`src/rtl/rf_write_buffer.sv`:
```
// rf_write_buffer: collects writeback results from the in-order pipeline (A)
// and the multiply unit (B) into a small in-order FIFO. The FIFO drains to the
// register file write port at one entry per cycle. Two bypass ports let decode
// read results that are still queued.
module rf_write_buffer #(
  parameter  int XLEN    = 32,
  parameter  int REG_NUM = 32,
  parameter  int DEPTH   = 4,
  localparam int AW      = $clog2(REG_NUM),
  localparam int CW      = $clog2(DEPTH) + 1
) (
  input  logic            clk,
  input  logic            reset,
  // producer A: in-order pipeline writeback
  input  logic            a_valid,
  output logic            a_ready,
  input  logic [AW-1:0]   a_rd,
  input  logic [XLEN-1:0] a_data,
  // producer B: multiply unit (priority over A)
  input  logic            b_valid,
  output logic            b_ready,
  input  logic [AW-1:0]   b_rd,
  input  logic [XLEN-1:0] b_data,
  // register file write port
  output logic            rf_enable,
  output logic [AW-1:0]   rf_rd_addr,
  output logic [XLEN-1:0] rf_write_data,
  // bypass lookups
  input  logic [AW-1:0]   q1_addr,
  output logic            q1_hit,
  output logic [XLEN-1:0] q1_data,
  input  logic [AW-1:0]   q2_addr,
  output logic            q2_hit,
  output logic [XLEN-1:0] q2_data,
  // occupancy
  output logic [CW-1:0]   count,
  output logic            empty
);

  localparam int PW = $clog2(DEPTH);

  typedef struct packed {
    logic [AW-1:0]   rd;
    logic [XLEN-1:0] data;
  } entry_t;

  entry_t        r_mem [DEPTH];
  logic [PW-1:0] r_head;
  logic [PW-1:0] r_tail;
  logic [CW-1:0] r_count;

  logic [CW-1:0] w_count;
  logic          w_b_acc;
  logic          w_a_acc;
  logic          w_b_push;
  logic          w_a_push;
  logic          w_pop;
  logic [1:0]    w_pushes;
  logic [PW-1:0] w_a_slot;
  entry_t        w_head;

  // While reset is asserted the buffer already looks empty, so the drain,
  // bypass and readys all see a zero occupancy in that cycle.
  assign w_count = reset ? '0 : r_count;

  // Readys never credit the same-cycle drain and never look at rd.
  assign b_ready = (w_count < CW'(DEPTH));
  assign w_b_acc = b_valid & b_ready;
  assign a_ready = (({1'b0, w_count} + (CW+1)'(w_b_acc)) < (CW+1)'(DEPTH));
  assign w_a_acc = a_valid & a_ready;

  // Writes to x0 complete the handshake but never occupy a slot.
  assign w_b_push = w_b_acc & (b_rd != '0);
  assign w_a_push = w_a_acc & (a_rd != '0);
  assign w_pushes = {1'b0, w_b_push} + {1'b0, w_a_push};

  // B is older than A in a same-cycle pair, so A lands one slot after B.
  assign w_a_slot = r_tail + PW'(w_b_push);

  // The register file has no backpressure: the head pops on every busy edge.
  assign w_pop = (r_count != '0);

  // Pointer and occupancy bookkeeping.
  always_ff @(posedge clk) begin
    // NOTE: sequential state uses non-blocking assignments so every register
    // samples the pre-edge values, independent of statement order.
    if (reset) begin
      r_head  <= '0;
      r_tail  <= '0;
      r_count <= '0;
    end else begin
      if (w_pop) r_head <= r_head + PW'(1);
      r_tail  <= r_tail + PW'(w_pushes);
      r_count <= r_count - CW'(w_pop) + CW'(w_pushes);
    end
  end

  // Entry storage.
  always_ff @(posedge clk) begin
    // NOTE: the entry array is intentionally not reset; occupancy lives only in
    // r_count and the pointers, so stale contents are never observed.
    if (w_b_push) r_mem[r_tail]   <= '{rd: b_rd, data: b_data};
    if (w_a_push) r_mem[w_a_slot] <= '{rd: a_rd, data: a_data};
  end

  // Drain port: the head entry is presented combinationally while non-empty.
  assign w_head        = r_mem[r_head];
  assign rf_enable     = (w_count != '0);
  assign rf_rd_addr    = rf_enable ? w_head.rd   : '0;
  assign rf_write_data = rf_enable ? w_head.data : '0;

  assign count = w_count;
  assign empty = (w_count == '0);

  // Scan occupied entries oldest to youngest; the last match is the youngest.
  function automatic logic [XLEN:0] lookup(input logic [AW-1:0] addr);
    logic [PW-1:0]   idx;
    logic            hit;
    logic [XLEN-1:0] data;
    // NOTE: defaults first so every path assigns every result (no latches).
    hit  = 1'b0;
    data = '0;
    for (int i = 0; i < DEPTH; i++) begin
      idx = r_head + PW'(i);
      if ((CW'(i) < w_count) && (addr != '0) && (r_mem[idx].rd == addr)) begin
        hit  = 1'b1;
        data = r_mem[idx].data;
      end
    end
    return {hit, data};
  endfunction

  // Bypass lookups for rs1 and rs2.
  always_comb begin
    {q1_hit, q1_data} = lookup(q1_addr);
    {q2_hit, q2_data} = lookup(q2_addr);
  end

endmodule
```
`config.mk`:
```
export PLATFORM = sky130hd
export DESIGN_NAME = rf_write_buffer
export DESIGN_NICKNAME = d
export VERILOG_FILES = /design/src/rtl/rf_write_buffer.sv
export SDC_FILE = /design/constraint.sdc
export NUM_CORES = 1
export LEC_CHECK = 0
export CORE_MARGIN = 5
export CORE_UTILIZATION = 50
export DETAILED_ROUTE_END_ITERATION = 8
export PLACE_DENSITY = 0.83
export SLEW_MARGIN = 20
export SYNTH_ARGS = -nofsm -noshare
export SYNTH_HDL_FRONTEND = slang
export SYNTH_SLANG_ARGS = --single-unit
```
`constraint.sdc`:
```
create_clock -name clk -period 5.4 [get_ports clk]
set_input_delay 1.35 -clock clk [delete_from_list [all_inputs] [get_ports clk]]
set_output_delay 1.35 -clock clk [all_outputs]
set_load 0.02 [all_outputs]
```
==> impl_metrics.env <==
export IMPL_firstDrtPassIters=6
export IMPL_ir_drop_v=0.0002971
export IMPL_dieArea_mm2=0.02970
export IMPL_io_pins=198
export IMPL_place_congestion=0.9637
export IMPL_avgViaCountPerCell=6.832
export IMPL_fillCellCount=1904
export IMPL_grt_ovfl_total=0
export IMPL_root_buffer="clkbuf_16"
export IMPL_numPortBuffers=197
export IMPL_finalInstanceArea_mm2=0.01675
export IMPL_fin_crit_ps=5412
export IMPL_wl_um=44530
export IMPL_ys_flop_type="edfxtp_1"
export IMPL_cts_tree="yes"
export IMPL_initialDrtViolationCount=1847
export IMPL_cp_start_kind="input port"
export IMPL_final_hold_violation_count=0
export IMPL_outcome="finished with violations"
export IMPL_p_leak_nw=5.776
export IMPL_yosysWarnings=0
export IMPL_place_area_mm2=0.01603
export IMPL_path_clk_slew_ps=50
export IMPL_max_freq_mhz=184.8
export IMPL_synth_edf_count=148
export IMPL_powerDensity_mw_per_mm2=483.5
export IMPL_violations="negative setup slack"
export IMPL_async_reset_ff_share_pct=0
export IMPL_syn_area_mm2=0.01318
export IMPL_rsz0062_at_grt="true"
export IMPL_rows=59
export IMPL_cp_data_required_time_ps=4050
export IMPL_htreeDepth=4
export IMPL_fin_crit_sh_pct=100.2
export IMPL_syn_area_per_cell_um2=11.08
export IMPL_slowest_delay_ps=670
export IMPL_setup_tns_ps=-12.13
export IMPL_initial_utilization_pct=50.71
export IMPL_slew_headroom_pct=41.94
export IMPL_crit_type="in2out"
export IMPL_dp_cells=1695
export IMPL_setup_viol=1
export IMPL_grt_antenna_before_repair=3
export IMPL_grt_pass1_wl_um=66500
export IMPL_critPathTopFamily="buffers and inverters"
export IMPL_finClkSkew_ps=9.157
export IMPL_max_clock_path_buffers=2
export IMPL_ant_nets=0
export IMPL_vias=11850
export IMPL_critPathMaxFanout=26
export IMPL_hold_buffers=0
export IMPL_synth_fp_nets=1284
export IMPL_cp_num_buf_inv=3
export IMPL_maxCapViolCount=0
export IMPL_grt_use_total_pct=29.18
export IMPL_grt_pass1_vias=11850
export IMPL_cts_sinks=157
export IMPL_wire_per_inst_um=25.67
export IMPL_crit_arrival_ps=4060
export IMPL_synth_seq_area_share_pct=35.10
export IMPL_grt_max_degree=98
export IMPL_slew_violations=0
export IMPL_clk_latency_ps=440
export IMPL_hold_slack_ps=680.8
export IMPL_instances_no_fill=1735
export IMPL_drc_errors=0
export IMPL_die_y_um=172.3
export IMPL_cts_buffers=17
export IMPL_yosysUniqueCellTypes=53
export IMPL_layout_drive_gt1_share_pct=32.50
export IMPL_min_path_type="reg2reg"
export IMPL_synth_seq_cells=157
export IMPL_tightest_slew_ps=871.0
export IMPL_slowest_stage="clkdlybuf4s50_1"
export IMPL_die_w_um=172.3
export IMPL_area_growth_pct=27.14
export IMPL_synth_cells=1189
export IMPL_crit_path_end_kind="output port"
export IMPL_layout_nets=1480
export IMPL_path_cells="clkdlybuf4s50_1 -> nor3_2 -> a211o_1 -> a211o_1 -> nor2_4 -> buf_12 -> a31oi_1 -> a211oi_1 -> clkdlybuf4s50_1"
export IMPL_dpl_hpwl_um=29550
export IMPL_core_area_mm2=0.02598
export IMPL_setup_slack_ps=-12.13
==> placed cells by master (no fill, tap or decap), types with 36 or more instances in the layout <==
| cell | Yosys | layout |
|---|---|---|
| nand2_1 | 88 | 88 |
| xnor2_1 | 36 | 36 |
| edfxtp_1 | 148 | 148 |
| clkdlybuf4s50_1 | 0 | 164 |
| mux4_2 | 92 | 92 |
| nor2_1 | 82 | 77 |
| buf_4 | 3 | 76 |
| a211oi_1 | 39 | 37 |
| a21oi_1 | 56 | 56 |
| mux2_2 | 176 | 176 |
| nor3_1 | 97 | 94 |
| and2_1 | 41 | 38 |
==> per-stage QoR <==
stage	total power, mW	setup slack, ps	util (%)
finish	8.099	-12.13	64.47
CTS	8.000	6.504	63.87
floorplan	5.291	713.4	-
detailed placement	6.813	-149.4	61.69
global placement	6.664	-113.2	61.61
global route	8.455	-45.99	64.47
==> final cells by class <==
type                    instances  area, um2  share of cell area (%)
inverters                      13      48.80                  0.2913
clock inverters                11      118.9                  0.7095
clock buffers                  20      436.7                   2.607
multi-input cells             899       8043                   48.01
flip-flops and latches        157       4634                   27.66
repair buffers                297       3044                   18.17
well taps                     335      419.2                   2.502
diodes                          3      7.507                 0.04481
==> report_power, final <==
group	internal, mW	switching, mW
logic	2.16	2.63
registers	1.83	0.320
clock network	0.675	0.487
==> cell usage after synthesis, types with 10 or more instances <==
| cell type | n | share of area [%] |
|---|---|---|
| clkbuf_1 | 59 | 1.7 |
| inv_1 | 12 | 0.34 |
| a31oi_1 | 34 | 1.6 |
| mux2_2 | 176 | 15 |
| nand2_1 | 88 | 2.5 |
| buf_2 | 35 | 1.3 |
| nand3_1 | 10 | 0.38 |
| a211oi_1 | 39 | 2.2 |
| and2_1 | 41 | 1.9 |
| nor2_1 | 82 | 2.3 |
| mux2i_1 | 29 | 2.2 |
| edfxtp_1 | 148 | 34 |
| xnor2_1 | 36 | 2.4 |
| a21oi_1 | 56 | 2.1 |
| buf_1 | 12 | 0.34 |
| mux4_2 | 92 | 16 |
| o21ai_0 | 28 | 1.1 |
| nor3_1 | 97 | 3.7 |
| o221ai_2 | 19 | 2.2 |
==> what timing repair did <==
item / in CTS / in global routing
setup buffers: 0 / 6
pin swaps: 0 / 3
gates cloned: 0 / 0
endpoints found under the setup margin: 33 / 53
resized for setup: 15 / 31
==> cells by family (layout without fill, tap and decap cells) <==
family                     after synthesis  after routing  synth area share [%]
buffers and inverters                  133            341                 4.843
and+or+nand+nor                        349            349                 12.55
xor gates and xnor gates                45             45                 2.991
DFF                                    157            157                 35.10
adders and majority gates                7              7                0.7217
other                                    0              3                     0
AOI/OAI and AO/OA                      201            201                 10.83
muxes                                  297            297                 32.97
==> final timing paths <==
check / start / to / slack (ps) / cells past startpoint
worst max-delay path: q1_addr[0] / q1_data[17] / -10 / 9
worst min-delay path: r_tail[1]$_SDFF_PP0_ / r_tail[1]$_SDFF_PP0_ / 680 / 3
worst max register to register: r_count[2]$_SDFF_PP0_ / r_mem[0][27]$_DFFE_PP_ / 2530 / 8
worst min register to register: r_tail[1]$_SDFF_PP0_ / r_tail[1]$_SDFF_PP0_ / 680 / 3
==> layer usage <==
layer / global-route usage (%) / vias to the layer above / wire (um)
li1: - / 4998 / -
met1: 35.90 / 5656 / 15420
met2: 47.97 / 983 / 21540
met3: 6.859 / 216 / 5429
met4: 15.38 / 0 / 2142
met5: 0 / - / 0
==> registers in the layout (all words and copies together), names as in the netlist, named ones only <==
name and flops:
r_count 3, r_head 2, r_tail 2, r_mem 148
==> worst reg2reg max path: stages (launching register included) <==
cell and delay (ps):
dfxtp_1 420, nand2b_1 100, buf_4 140, o311a_1 180, ha_1 250, xnor2_1 470, and2_2 350, buf_12 300
mux2_2 400
(Power assumes the default switching activity.)
